## src/rtl/rv_pkg.sv

```systemverilog
// Shared types and constants for the instruction fetch stage.
package rv_pkg;
  localparam logic [31:0] NOP_INSTR = 32'h0000_0013;

  typedef enum logic [1:0] {FS_BOOT, FS_RUN, FS_FLUSH} fetch_state_e;

  typedef struct packed {
    logic [31:0] instr;
    logic [31:0] pc;
  } fetch_entry_t;
endpackage

```

## src/rtl/rv_fetch_fifo.sv

```systemverilog
// Small synchronous FIFO of fetched {instr, pc} entries with flush; head is read combinationally.
module rv_fetch_fifo
  import rv_pkg::*;
#(
  parameter int DEPTH = 2,
  localparam int AW = $clog2(DEPTH),
  localparam int CW = AW + 1
) (
  input  logic         clk_i,
  input  logic         rst_i,
  input  logic         push_i,
  input  fetch_entry_t push_data_i,
  input  logic         pop_i,
  input  logic         flush_i,
  output fetch_entry_t head_o,
  output logic [CW-1:0] count_o,
  output logic         full_o,
  output logic         empty_o
);
  fetch_entry_t  mem_q [DEPTH];
  logic [AW-1:0] wr_ptr_q, wr_ptr_d, rd_ptr_q, rd_ptr_d;
  logic [CW-1:0] cnt_q, cnt_d;
  logic          do_push, do_pop;

  assign full_o  = (cnt_q == CW'(DEPTH));
  assign empty_o = (cnt_q == '0);
  assign count_o = cnt_q;
  assign head_o  = mem_q[rd_ptr_q];

  // Flush dominates; a push into a full FIFO is only accepted alongside a pop.
  assign do_pop  = pop_i && !empty_o;
  assign do_push = push_i && !flush_i && (!full_o || do_pop);

  always_comb begin
    wr_ptr_d = wr_ptr_q;
    rd_ptr_d = rd_ptr_q;
    cnt_d    = cnt_q;
    if (flush_i) begin
      wr_ptr_d = '0;
      rd_ptr_d = '0;
      cnt_d    = '0;
    end else begin
      if (do_push) wr_ptr_d = wr_ptr_q + AW'(1);
      if (do_pop)  rd_ptr_d = rd_ptr_q + AW'(1);
      cnt_d = cnt_q + CW'(do_push) - CW'(do_pop);
    end
  end

  always_ff @(posedge clk_i or posedge rst_i) begin
    if (rst_i) begin
      wr_ptr_q <= '0;
      rd_ptr_q <= '0;
      cnt_q    <= '0;
    end else begin
      wr_ptr_q <= wr_ptr_d;
      rd_ptr_q <= rd_ptr_d;
      cnt_q    <= cnt_d;
    end
  end

  always_ff @(posedge clk_i) begin
    if (do_push) mem_q[wr_ptr_q] <= push_data_i;
  end
endmodule

```

## src/rtl/rv_fetch.sv

```systemverilog
// Instruction fetch stage: PC, credit-limited in-order memory fetches, fetch buffer and redirect flush.
module rv_fetch
  import rv_pkg::*;
#(
  parameter logic [31:0] RESET_PC   = 32'h0000_0000,
  parameter int          FIFO_DEPTH = 2
) (
  input  logic        clk_i,
  input  logic        rst_i,
  output logic        imem_req_o,
  output logic [31:0] imem_addr_o,
  input  logic        imem_gnt_i,
  input  logic        imem_rvalid_i,
  input  logic [31:0] imem_rdata_i,
  input  logic        redirect_i,
  input  logic [31:0] redirect_target_i,
  output logic        instr_valid_o,
  output logic [31:0] instr_o,
  output logic [31:0] instr_pc_o,
  input  logic        instr_ready_i
);
  localparam int CW = $clog2(FIFO_DEPTH) + 1;
  localparam logic [CW:0] DEPTH_C = (CW + 1)'(FIFO_DEPTH);

  fetch_state_e  state_q, state_d;
  logic [31:0]   pc_q, pc_d, resp_pc_q, resp_pc_d;
  logic [CW-1:0] out_q, out_d, disc_q, disc_d;
  logic [CW-1:0] fifo_cnt;
  logic [CW:0]   credit_sum;
  logic          fifo_full, fifo_empty, push, pop, grant_fire;
  logic [31:0]   target;
  fetch_entry_t  head, push_entry;

  // Words already buffered plus words still in flight must fit in the FIFO.
  assign credit_sum  = {1'b0, fifo_cnt} + {1'b0, out_q};
  assign imem_req_o  = (state_q != FS_BOOT) && !fifo_full && (credit_sum < DEPTH_C);
  assign imem_addr_o = pc_q;
  assign grant_fire  = imem_req_o && imem_gnt_i;
  assign target      = {redirect_target_i[31:2], 2'b00};
  assign push_entry  = '{instr: imem_rdata_i, pc: resp_pc_q};
  assign pop         = instr_valid_o && instr_ready_i;

  always_comb begin
    state_d   = state_q;
    pc_d      = pc_q;
    resp_pc_d = resp_pc_q;
    disc_d    = disc_q;
    push      = 1'b0;
    out_d     = out_q + CW'(grant_fire) - CW'(imem_rvalid_i);
    if (redirect_i) begin
      // Everything still in flight after this cycle belongs to the old stream.
      pc_d      = target;
      resp_pc_d = target;
      disc_d    = out_d;
      state_d   = (out_d != '0) ? FS_FLUSH : FS_RUN;
    end else begin
      if (grant_fire) pc_d = pc_q + 32'd4;
      if (imem_rvalid_i) begin
        if (disc_q != '0) begin
          disc_d = disc_q - CW'(1);
        end else begin
          push      = 1'b1;
          resp_pc_d = resp_pc_q + 32'd4;
        end
      end
      case (state_q)
        FS_BOOT:  state_d = FS_RUN;
        FS_FLUSH: if (disc_d == '0) state_d = FS_RUN;
        default:  state_d = state_q;
      endcase
    end
  end

  always_ff @(posedge clk_i or posedge rst_i) begin
    if (rst_i) begin
      state_q   <= FS_BOOT;
      pc_q      <= RESET_PC;
      resp_pc_q <= RESET_PC;
      out_q     <= '0;
      disc_q    <= '0;
    end else begin
      state_q   <= state_d;
      pc_q      <= pc_d;
      resp_pc_q <= resp_pc_d;
      out_q     <= out_d;
      disc_q    <= disc_d;
    end
  end

  rv_fetch_fifo #(.DEPTH(FIFO_DEPTH)) u_fifo (
    .clk_i       (clk_i),
    .rst_i       (rst_i),
    .push_i      (push),
    .push_data_i (push_entry),
    .pop_i       (pop),
    .flush_i     (redirect_i),
    .head_o      (head),
    .count_o     (fifo_cnt),
    .full_o      (fifo_full),
    .empty_o     (fifo_empty)
  );

  assign instr_valid_o = !fifo_empty;
  assign instr_o       = instr_valid_o ? head.instr : NOP_INSTR;
  assign instr_pc_o    = instr_valid_o ? head.pc : 32'h0;
endmodule

```

## config.mk

```make
export PLATFORM = sky130hd
export DESIGN_NAME = rv_fetch
export DESIGN_NICKNAME = d
export VERILOG_FILES = /design/src/rtl/rv_pkg.sv /design/src/rtl/rv_fetch_fifo.sv /design/src/rtl/rv_fetch.sv
export SDC_FILE = /design/constraint.sdc
export NUM_CORES = 1
export LEC_CHECK = 0
export CAP_MARGIN = 10
export CORE_MARGIN = 4
export CORE_UTILIZATION = 35
export CTS_BUF_LIST = sky130_fd_sc_hd__clkbuf_16
export DETAILED_ROUTE_END_ITERATION = 12
export GPL_TIMING_DRIVEN = 0
export PLACE_DENSITY = 0.61
export REMOVE_ABC_BUFFERS = 1
export SETUP_SLACK_MARGIN = 0.5
export SLEW_MARGIN = 20
export SYNTH_ARGS = -nofsm -noshare
export SYNTH_HDL_FRONTEND = slang
export SYNTH_SLANG_ARGS = --single-unit
```

## constraint.sdc

```tcl
create_clock -name clk_i -period 7.6 [get_ports clk_i]
set_input_delay 1.52 -clock clk_i [delete_from_list [all_inputs] [get_ports clk_i]]
set_output_delay 1.52 -clock clk_i [all_outputs]
set_load 0.02 [all_outputs]
```

==> results of run 1 <==
-- kinds of logic after synthesis --
logic type,count (synthesis),synth area share
AND/OR/NAND/NOR,221,0.136
flip-flops,194,0.625
multiplexers,88,0.104
AO/OA/AOI/OAI,55,0.0407
XOR/XNOR,55,0.0550
buffers and inverters,48,0.0273
adder cells (fa/ha/maj),7,0.0109
other,1,0.000428
-- synth_stat cells (all sizes together) (2+ instances only) --
master,count
xor2,24
and3,12
mux2,21
inv,13
and4,3
clkbuf,14
o21a,2
a21boi,13
o21ai,5
mux2i,67
nor2,93
buf,21
nor3,8
xnor2,31
nor2b,4
a21oi,22
nand2,22
ha,6
o31ai,3
nand3,22
nand2b,8
a211oi,4
dfrtp,70
edfxtp,124
nor4,4
nor4b,2
and2,7
or2,2
nand4,30
-- cell type report --
type | count | area [um2] | area share
clock buffer | 17 | 425 | 0.0373
clock inverter | 15 | 135 | 0.0119
inverter | 13 | 53.8 | 0.00472
multi-input combinational | 430 | 3090 | 0.271
sequential | 194 | 5480 | 0.481
tap | 324 | 405 | 0.0356
timing repair buffer | 174 | 1820 | 0.159
-- sequential cells by signal, summed over array words and instances (netlist names) --
signal and flops:
imem_addr_o 30, resp_pc_q 30, u_fifo.wr_ptr_q 1, out_q 2, disc_q 2, state_q 2, u_fifo.count_o 2, u_fifo.rd_ptr_q 1
u_fifo.mem_q 124
-- how the worst max path moves through the flow --
stage / start / to / slack, ns / cells after the start
after floorplan: imem_rvalid_i / u_fifo.mem_q[0][10]$_DFFE_PP_ / 0.60 / 3
after global placement: redirect_i / u_fifo.mem_q[0][57]$_DFFE_PP_ / -2.99 / 2
after detailed placement: imem_rvalid_i / u_fifo.mem_q[0][57]$_DFFE_PP_ / 2.91 / 8
after CTS: imem_rvalid_i / u_fifo.mem_q[0][18]$_DFFE_PP_ / 3.34 / 8
after global routing: imem_rvalid_i / u_fifo.mem_q[0][18]$_DFFE_PP_ / 3.13 / 8
final: imem_rvalid_i / u_fifo.mem_q[0][18]$_DFFE_PP_ / 3.35 / 8
-- worst max-delay path, delay by kind of cell --
family | cells | cell delay (ns)
AND/OR/NAND/NOR | 2 | 1.06
buffers and inverters | 5 | 1.42
AO/OA/AOI/OAI | 1 | 0.36
-- metal layers --
metal / routed length [um] / vias to the layer above / GRT usage
li1: - / 2733 / -
met4: 252 / 0 / 0.0384
met1: 8960 / 2742 / 0.187
met2: 9330 / 127 / 0.230
met3: 767 / 15 / 0.0331
met5: 0 / - / 0
-- power by group through the flow --
stage | registers [mW] | clock network, mW | logic (mW)
detailed placement | 1.42 | 0 | 1.28
finish | 1.40 | 0.854 | 1.26
global placement | 1.46 | 0 | 1.20
CTS | 1.40 | 0.878 | 1.28
global route | 1.42 | 0.929 | 1.36
floorplan | 1.44 | 0 | 0.677
-- stage by stage --
stage | hold WS [ns] | instances | TNS (ns)
3_3_place_gp | 0.489 | 1122 | -185.24
4_1_cts | 0.531 | 1167 | 0
3_5_place_dp | 0.499 | 1135 | 0
5_1_grt | 0.554 | 1167 | 0
2_1_floorplan | 0.457 | 637 | 0
6_report | 0.530 | 1167 | 0
==> impl_summary.txt, run 1 <==
----------------------------------------------------
[Global routing]
  Combined global-route utilization of all metal layers ... 0.140
  First-pass GRT wire length ... about 31000 um
  Via count of the first global-routing pass ... 5559
  Antenna violations before repair ... 0
  Pin count of the biggest net entering global routing ... 55
  Overflow left after global routing ... 0

[Place]
  Worst setup slack after placement ... 2.91 ns
  HPWL Detailed ... 13900 um
  Post-DP Area ... 10800 um2
  Final weighted congestion of routability-driven global placement ... 0.788
  I/O Buffers ... 161

[Setup path]
  Worst-path cell with the longest stage delay ... clkdlybuf4s50_1
  Worst path cell trace ... clkdlybuf4s50_1 -> nor3b_1 -> o21ai_0 -> nor3_2 -> buf_4 -> buf_6 -> buf_4 -> buf_6
  Maximum fanout count along the critical path ... 9
  WP data required ... 7.73 ns
  Critical path data arrival time ... 4.37 ns
  Startpoint type of the worst setup path ... input port
  Capturing element type of the critical path ... register
  Largest stage delay on the critical path ... 0.61 ns
  Classification of the worst setup path ... in2reg
  Internal reg-to-reg setup slack ... 4.36 ns
  Worst reg2reg path depth ... 12
  Worst R2R End ... state_q[0]$_DFFE_PP0P_
  Launch point of the worst reg-to-reg path ... u_fifo.count_o[0]$_DFF_PP0_

[Route]
  Sum of routed wire length over all layers ... 19300 um
  Residual antenna-violating net count after detailed routing ... 0
  Drt initial violations ... between 300 and 400
  Vias ... about 5600
  Avg Vias per Cell ... 4.81
  Number of remaining DRC errors ... 0
  Average routed wire per standard cell ... around 17 um
  DR pass1 iterations ... 4

[Layout]
  Design Area, Final ... approximately 11000 um2
  Net count of the finished layout ... just over 900
  Filler Cell Count ... 2205
  Area Overhead vs Synth ... 30.2%
  Most frequent cells in the layout ... clkdlybuf4s50_1, edfxtp_1, nor2_1
  Diodes inserted ... 0
  Utilization of the core after routing ... 0.466
  Layout cell share with drive strength beyond 1 ... 0.106
  Commonest non-fill, non-tap cell in the layout ... clkdlybuf4s50_1

[Logic synthesis]
  Number of enable flip-flop cells after synthesis ... 124
  Syn avg cell area ... 13.1 um2
  Register bit count reported by yosys ... 194
  Number of distinct library cells after synthesis ... 57
  Post-synth top area share ... 0.425
  Post-synthesis instance total ... 669
  Async set or reset register ratio after synthesis ... 0.361
  Fraction of the yosys area taken by sequential cells ... 0.625
  Synth Flop Type ... edfxtp_1
  Leading area contributor after synthesis ... edfxtp_1
  Ranking of synthesized cells by area ... edfxtp_1, dfrtp_1, mux2i_1, nor2_1, xnor2_1
  Ys Warns ... 0
  Area of the mapped netlist ... slightly below 9000 um2

[Power]
  Internal Power ... 2.32 mW
  Net switching power ... about 1.2 mW
  Comb power frac ... 0.358
  Clock network fraction of total power ... 0.244
  Switching fraction of total power ... 0.338
  Largest vdd supply drop ... 0.135 mV
  Power, Total ... around 3.5 mW
  Sequential fraction of design power ... 0.398
  P_leak ... ~4.0 nW
  Power density relative to cell area ... between 300 and 400 nW/um2

[Clock tree]
  Number of buffers created by CTS ... 17
  Clock H-tree levels ... 4
  CTS tree ... done
  Root Buffer ... clkbuf_16
  Clock latency at the later pin of the worst-skew pair ... around 0.43 ns
  Post-CTS setup buffer count ... 0
  CTS hold repair buffers ... 0
  Total of cells resized after clock tree synthesis ... 0
  Clock-pin slew on the worst setup and hold paths ... 0.08 ns
  Num Clock Sinks ... 194
  Max Root-Sink Buffers ... 2

[Die]
  Die X ... about 170 um
  Area enclosed by the die boundary ... 27600 um2
  Initial core utilization ... 0.358
  Number of top-level pins ... 168
  FP Rows ... 57
  Height of the chip ... around 170 um
  Core Area ... 24500 um2

[Timing]
  Endpoints failing hold ... 0
  Remaining max-slew budget at the tightest pin ... 0.445
  Maximum operating frequency ... 236 MHz
  Post-route fraction of the period consumed by the critical path ... 0.559
  Skew final ... 0.0152 ns
  Shortest period the worst path allows ... 4.25 ns
  Setup repair after global routing missed its margin ... no
  Endpoints failing setup ... 0
  Worst-margin pin slew ... 0.827 ns
  Final Worst Setup Slack ... 3.35 ns
  Slew Viols, Final ... 0

[Worst hold path]
  Worst hold path startpoint ... resp_pc_q[27]$_DFFE_PP0P_
  WHS Endpoint ... u_fifo.mem_q[0][27]$_DFFE_PP_
  Number of cells on the worst hold path ... 0
  Worst min path class ... reg2reg

[Outcome]
  Run status ... complete, no violations

[Run]
  # Max-Cap Violations ... 0

----------------------------------------------------
(Power assumes the default switching activity.)
==> inputs of run 2 (changes only) <==
--- a/config.mk
+++ b/config.mk
@@ -11,7 +11,7 @@
 export CTS_BUF_LIST = sky130_fd_sc_hd__clkbuf_16
 export DETAILED_ROUTE_END_ITERATION = 12
 export GPL_TIMING_DRIVEN = 0
-export PLACE_DENSITY = 0.61
+export PLACE_DENSITY = 0.63
 export REMOVE_ABC_BUFFERS = 1
 export SETUP_SLACK_MARGIN = 0.5
 export SLEW_MARGIN = 20
==> constraint.sdc (replaced) <==
create_clock -name clk_i -period 3.55 [get_ports clk_i]
set_input_delay 0.71 -clock clk_i [delete_from_list [all_inputs] [get_ports clk_i]]
set_output_delay 0.71 -clock clk_i [all_outputs]
set_load 0.02 [all_outputs]
==> run 2 against run 1 <==
Compared with the run above:
- sequential share of layout area fell by 0.68 points
- setup slack got worse by 2.7 ns
- clock-buffer cell count did not move
- first-iteration DRC count rose by 12%
- sequential cell count did not move
- cell area rose by 1.5%
- power rose by 120%
- clock skew fell by 0.0025 ns
- combinational power rose by 140%
- wire length rose by 2.0%
- non-clock buffer count rose by 19
- global-route usage rose by 0.33 points
- largest cell class unchanged
==> impl_summary.txt, run 2 (synthesis results as in run 1) <==
----------------------------------------------------
[Outcome]
  Run status ... complete, no violations

[Timing]
  Skew final ... 0.0126 ns
  Remaining max-slew budget at the tightest pin ... 0.470
  Endpoints failing hold ... 0
  Maximum operating frequency ... 343 MHz
  Post-route fraction of the period consumed by the critical path ... 0.822
  Final Worst Setup Slack ... ~0.63 ns
  Worst-margin pin slew ... 0.796 ns
  Setup repair after global routing missed its margin ... yes
  Shortest period the worst path allows ... 2.92 ns
  Endpoints failing setup ... 0
  Slew Viols, Final ... 0

[Route]
  Avg Vias per Cell ... 4.79
  Drt initial violations ... 346
  Sum of met3 wire segment lengths after detailed routing ... 792 um
  Number of remaining DRC errors ... 0
  Vias ... 5678
  Met2 WL ... 9500 um
  DR pass1 iterations ... 4
  Residual antenna-violating net count after detailed routing ... 0
  Sum of routed wire length over all layers ... 19700 um
  Met1 routed wirelength after detailed routing ... 9110 um
  Average routed wire per standard cell ... 16.6 um
  Uppermost layer routed ... met4

[Clock tree]
  Max Root-Sink Buffers ... 2
  Clock-pin slew on the worst setup and hold paths ... about 0.070 ns
  Clock H-tree levels ... 4
  Num Clock Sinks ... roughly 190
  CTS tree ... done
  CTS hold repair buffers ... 0
  Clock latency at the later pin of the worst-skew pair ... 0.43 ns
  Number of buffers created by CTS ... 17
  Root Buffer ... clkbuf_16

[Layout]
  Number of flip-flops under the largest register name ... 124
  Layout cell share with drive strength beyond 1 ... 0.133
  Net count of the finished layout ... between 900 and 1000
  Filler Cell Count ... between 2000 and 2500
  Largest register by flop count ... u_fifo.mem_q
  Cell Count, Final, Fillers Out ... 1186
  Area Overhead vs Synth ... 32.1%
  Commonest non-fill, non-tap cell in the layout ... clkdlybuf4s50_1
  Diodes inserted ... 0
  Most frequent cells in the layout ... clkdlybuf4s50_1, edfxtp_1, nor2_1

[Place]
  I/O Buffers ... about 160
  Final weighted congestion of routability-driven global placement ... around 0.77
  HPWL Detailed ... 14000 um
  Worst setup slack after placement ... -0.459 ns
  Placed insts ... about 1100

[Worst hold path]
  WHS Endpoint ... u_fifo.mem_q[0][5]$_DFFE_PP_
  Worst hold path startpoint ... resp_pc_q[5]$_DFFE_PP0P_
  Worst min path class ... reg2reg
  Number of cells on the worst hold path ... 0

[Global routing]
  Pin count of the biggest net entering global routing ... 46
  Combined global-route utilization of all metal layers ... 0.144
  Overflow left after global routing ... 0
  Via count of the first global-routing pass ... 5666
  First-pass GRT wire length ... 31500 um
  Antenna violations before repair ... 0

[Setup path]
  Cell class contributing the biggest share of worst-path delay ... simple AND/OR/NAND/NOR gates
  Largest stage delay on the critical path ... 0.46 ns
  Capturing element type of the critical path ... output pin
  Internal reg-to-reg setup slack ... ~0.68 ns
  WP data required ... ~2.8 ns
  Classification of the worst setup path ... reg2out
  Critical path data arrival time ... 2.21 ns
  Worst-path cell with the longest stage delay ... fa_1
  First element of the critical path ... u_fifo.count_o[0]$_DFF_PP0_
  Launch point of the worst reg-to-reg path ... u_fifo.count_o[0]$_DFF_PP0_
  Maximum fanout count along the critical path ... 4
  Worst path cell trace ... and2_4 -> fa_1 -> or2_4 -> buf_12 -> nor3_2 -> buf_2
  Worst R2R End ... imem_addr_o[24]$_DFFE_PP0P_
  Worst reg2reg path depth ... 8
  Startpoint type of the worst setup path ... register
  WP buf/inv ... 2

[Die]
  Initial core utilization ... 0.358
  Area enclosed by the die boundary ... 27600 um2
  Core Area ... 24500 um2
  Die X ... 166 um
  FP Rows ... 57
  Height of the chip ... 166 um
  Number of top-level pins ... 168

[Power]
  Largest vdd supply drop ... 0.248 mV
  Power density relative to cell area ... 667 nW/um2
  P_leak ... 4.10 nW

[Run]
  # Max-Cap Violations ... 0

----------------------------------------------------
## run 2: changes by cell type in the layout (fill, tap and decap cells not counted), moves of 2 or more
cell / delta
buf_12: +2
buf_4: +17
inv_2: +3
inv_4: +2
o21ai_0: -3
o21ai_1: +3
xnor2_1: -2
xnor2_2: +2
## run 2: worst max-delay path by stage
| stage | endpoint | slack, ns | cells past startpoint |
|---|---|---|---|
| 2_1_floorplan | u_fifo.mem_q[0][10]$_DFFE_PP_ | -2.64 | 3 |
| 3_3_place_gp | u_fifo.mem_q[0][58]$_DFFE_PP_ | -6.26 | 2 |
| 3_5_place_dp | u_fifo.mem_q[0][58]$_DFFE_PP_ | -0.46 | 8 |
| 4_1_cts | state_q[0]$_DFFE_PP0P_ | 0.52 | 12 |
| 5_1_grt | imem_addr_o[20]$_DFFE_PP0P_ | 0.49 | 8 |
| 6_report | imem_req_o | 0.63 | 6 |
## run 2: area by class of cell
class | count | area (um2) | share of cell area
clock buffer | 17 | 425 | 0.0368
clock inverter | 15 | 91.3 | 0.00790
inverter | 13 | 53.8 | 0.00465
multi-input combinational | 430 | 3130 | 0.270
sequential | 194 | 5480 | 0.474
tap | 324 | 405 | 0.0350
timing repair buffer | 193 | 1980 | 0.171
## run 2: repair_timing
item | CTS | global route
endpoints found under the setup margin | 116 | 85
pin swaps | 3 | 9
resized for setup | 7 | 10
buffers inserted | 6 | 13
## run 2: routing by layer
layer | vias to the layer above | global-route usage
met1 | 2758 | 0.193
met5 | - | 0
li1 | 2773 | -
met4 | 0 | 0.0427
met2 | 130 | 0.235
met3 | 17 | 0.0305
## run 2: metrics by stage
stage / util / power [mW] / TNS [ns] / hold slack, ns / area, um2
after floorplan: - / 4.53 / -165.76 / 0.457 / 8580
after global placement: 0.433 / 5.72 / -701.75 / 0.502 / 10600
after detailed placement: 0.443 / 5.77 / -11.43 / 0.510 / 10800
after CTS: 0.467 / 7.57 / 0 / 0.533 / 11400
after global routing: 0.473 / 8.16 / 0 / 0.550 / 11600
final: 0.473 / 7.72 / 0 / 0.535 / 11600
## run 2: report_power, final
part / switching (mW) / internal (mW) / leakage (nW) / total [mW]
clock: 0.822 / 0.892 / 0.273 / 1.71
sequential: 0.227 / 2.71 / 1.93 / 2.94
combinational: 1.55 / 1.51 / 1.89 / 3.07
## run 2: worst register-to-register path, delay by kind of cell (launching register included)
family,cells,cell delay [ns]
DFF,1,0.44
muxes,1,0.26
and+or+nand+nor,4,1.30
xor gates and xnor gates,1,0.18
buffers and inverters,1,0.14
adders and majority gates,1,0.46
==> inputs of run 3 (changes only) <==
==> constraint.sdc (replaced) <==
create_clock -name clk_i -period 2.5 [get_ports clk_i]
set_input_delay 0.5 -clock clk_i [delete_from_list [all_inputs] [get_ports clk_i]]
set_output_delay 0.5 -clock clk_i [all_outputs]
set_load 0.02 [all_outputs]
==> run 3 against run 2 <==
Compared with the run above:
- the flow now finishes with violations (setup timing)
- clock-buffer cell count stayed put
- combinational power is 88% higher
- first-iteration DRC count is 4.9% higher
==> impl_summary.txt, run 3 (synthesis results as in run 1) <==
----------------------------------------------------
[Outcome]
  Run status ... finished, violations left
  Violations in the final reports ... setup timing

[Route]
  Number of remaining DRC errors ... 0
  Vias ... 6036
  Drt initial violations ... 363
  Avg Vias per Cell ... slightly below 5
  DR pass1 iterations ... 4
  Sum of routed wire length over all layers ... 22400 um
  Average routed wire per standard cell ... about 18 um
  Residual antenna-violating net count after detailed routing ... 0

[Global routing]
  Via count of the first global-routing pass ... slightly below 6000
  Antenna violations before repair ... 0
  First-pass GRT wire length ... ~34000 um
  Pin count of the biggest net entering global routing ... 46
  Combined global-route utilization of all metal layers ... 0.158
  Overflow left after global routing ... 0

[Timing]
  Maximum operating frequency ... 352 MHz
  Endpoints failing setup ... 26
  Slew Viols, Final ... 0
  Skew final ... ~0.018 ns
  Final Worst Setup Slack ... -0.339 ns
  Endpoints failing hold ... 0
  Shortest period the worst path allows ... 2.84 ns
  Remaining max-slew budget at the tightest pin ... 0.428
  Post-route fraction of the period consumed by the critical path ... 1.14
  Setup repair after global routing missed its margin ... yes
  Worst Hold Slack ... 0.422 ns
  Worst-margin pin slew ... around 0.86 ns

[Setup path]
  WP data required ... ~2.9 ns
  First element of the critical path ... u_fifo.count_o[0]$_DFF_PP0_
  Startpoint type of the worst setup path ... register
  Worst reg2reg path depth ... 13
  Classification of the worst setup path ... reg2reg
  Worst R2R End ... disc_q[1]$_DFF_PP0_
  Internal reg-to-reg setup slack ... -0.34 ns
  Maximum fanout count along the critical path ... 2
  Critical path data arrival time ... 3.19 ns
  Launch point of the worst reg-to-reg path ... u_fifo.count_o[0]$_DFF_PP0_
  Capturing element type of the critical path ... register

[Die]
  Area enclosed by the die boundary ... 27600 um2
  FP Rows ... between 50 and 60
  Height of the chip ... 166 um
  Initial core utilization ... 0.358
  Number of top-level pins ... 168
  Core Area ... approximately 24000 um2
  Die X ... 166 um

[Power]
  Largest vdd supply drop ... 0.432 mV
  Power, Total ... 12.4 mW
  P_leak ... between 4 and 5 nW
  Power density relative to cell area ... 987 nW/um2

[Layout]
  Number of flip-flops under the largest register name ... 124
  Sequential standard cell area ... 5480 um2
  Net count of the finished layout ... 982
  Area Overhead vs Synth ... 43.5%
  Commonest non-fill, non-tap cell in the layout ... edfxtp_1
  Diodes inserted ... 0
  Filler Cell Count ... 2106
  Total area of multi-input combinational cells ... 3380 um2
  Layout cell share with drive strength beyond 1 ... 0.294
  Largest register by flop count ... u_fifo.mem_q
  Most frequent cells in the layout ... edfxtp_1, nor2_1, buf_4

[Clock tree]
  Max Root-Sink Buffers ... 2
  Number of buffers created by CTS ... 17
  Root Buffer ... clkbuf_16
  Clock-pin slew on the worst setup and hold paths ... 0.07 ns
  Clock latency at the later pin of the worst-skew pair ... about 0.43 ns
  Num Clock Sinks ... 194
  Clock H-tree levels ... 4
  CTS tree ... done

[Run]
  # Max-Cap Violations ... 0

[Worst hold path]
  Worst min path class ... in2async

[Place]
  HPWL Detailed ... about 14000 um
  I/O Buffers ... 161
  Final weighted congestion of routability-driven global placement ... 0.769

----------------------------------------------------
==> run 3: cell types whose count changed in the layout (fill, tap and decap cells not counted), moves of 6 or more <==
| cell | previous run | this run |
|---|---|---|
| dlymetal6s2s_1 | 0 | 26 |
| nand3_1 | 21 | 15 |
| buf_12 | 4 | 13 |
| buf_4 | 22 | 84 |
| clkdlybuf4s50_1 | 159 | 67 |
| buf_6 | 1 | 33 |
| buf_8 | 1 | 10 |
==> run 3: through the flow <==
stage	setup slack, ns	instances	utilization	area [um2]	TNS [ns]
after CTS	-0.363	1211	0.491	12000	-3.56
after global routing	-0.449	1242	0.514	12600	-8.22
final	-0.339	1242	0.514	12600	-4.68
after detailed placement	-1.30	1135	0.443	10800	-117.97
after floorplan	-3.48	637	-	8580	-314.97
after global placement	-7.10	1122	0.433	10600	-972.97
==> run 3: timing repair <==
item	4_1_cts	5_1_grt
pin swaps	29	26
endpoints found under the setup margin	254	193
resized for setup	280	185
cloned	6	2
setup buffers	38	29
hold buffers	0	0
==> run 3: where the power goes <==
group / switching, mW / total, mW / internal [mW]
logic: 2.72 / 5.77 / 3.05
registers: 0.340 / 4.20 / 3.86
clock network: 1.17 / 2.44 / 1.27
total: 4.23 / 12.4 / 8.18
==> run 3: worst max path at each step <==
stage,endpoint,slack [ns],depth (start not counted)
global route,disc_q[1]$_DFF_PP0_,-0.45,13
floorplan,u_fifo.mem_q[0][10]$_DFFE_PP_,-3.48,3
global placement,u_fifo.mem_q[0][58]$_DFFE_PP_,-7.10,2
detailed placement,u_fifo.mem_q[0][58]$_DFFE_PP_,-1.30,8
CTS,state_q[0]$_DFFE_PP0P_,-0.36,12
finish,disc_q[1]$_DFF_PP0_,-0.34,13
==> run 3: cell type report <==
cell class | count | area share
sequential | 194 | 0.436
multi-input combinational | 431 | 0.269
timing repair buffer | 248 | 0.218
clock buffer | 17 | 0.0338
tap | 324 | 0.0323
clock inverter | 15 | 0.00727
inverter | 13 | 0.00428
==> run 3: layer usage <==
metal	global-route usage	vias up	wire, um
li1	-	2894	-
met1	0.208	2955	9850
met2	0.267	159	11300
met3	0.0286	28	872
met4	0.0477	0	389
met5	0	-	0
==> run 3: worst max-delay path: stages (launching register included) <==
cell and delay (ns):
dfrtp_2 0.42, and2_4 0.17, fa_1 0.46, or2_4 0.28
nor4b_4 0.27, inv_2 0.08, ha_4 0.27, inv_2 0.03
ha_4 0.16, xnor2_4 0.12, xnor2_2 0.20, buf_4 0.16
nand2_2 0.04, o21ai_1 0.10
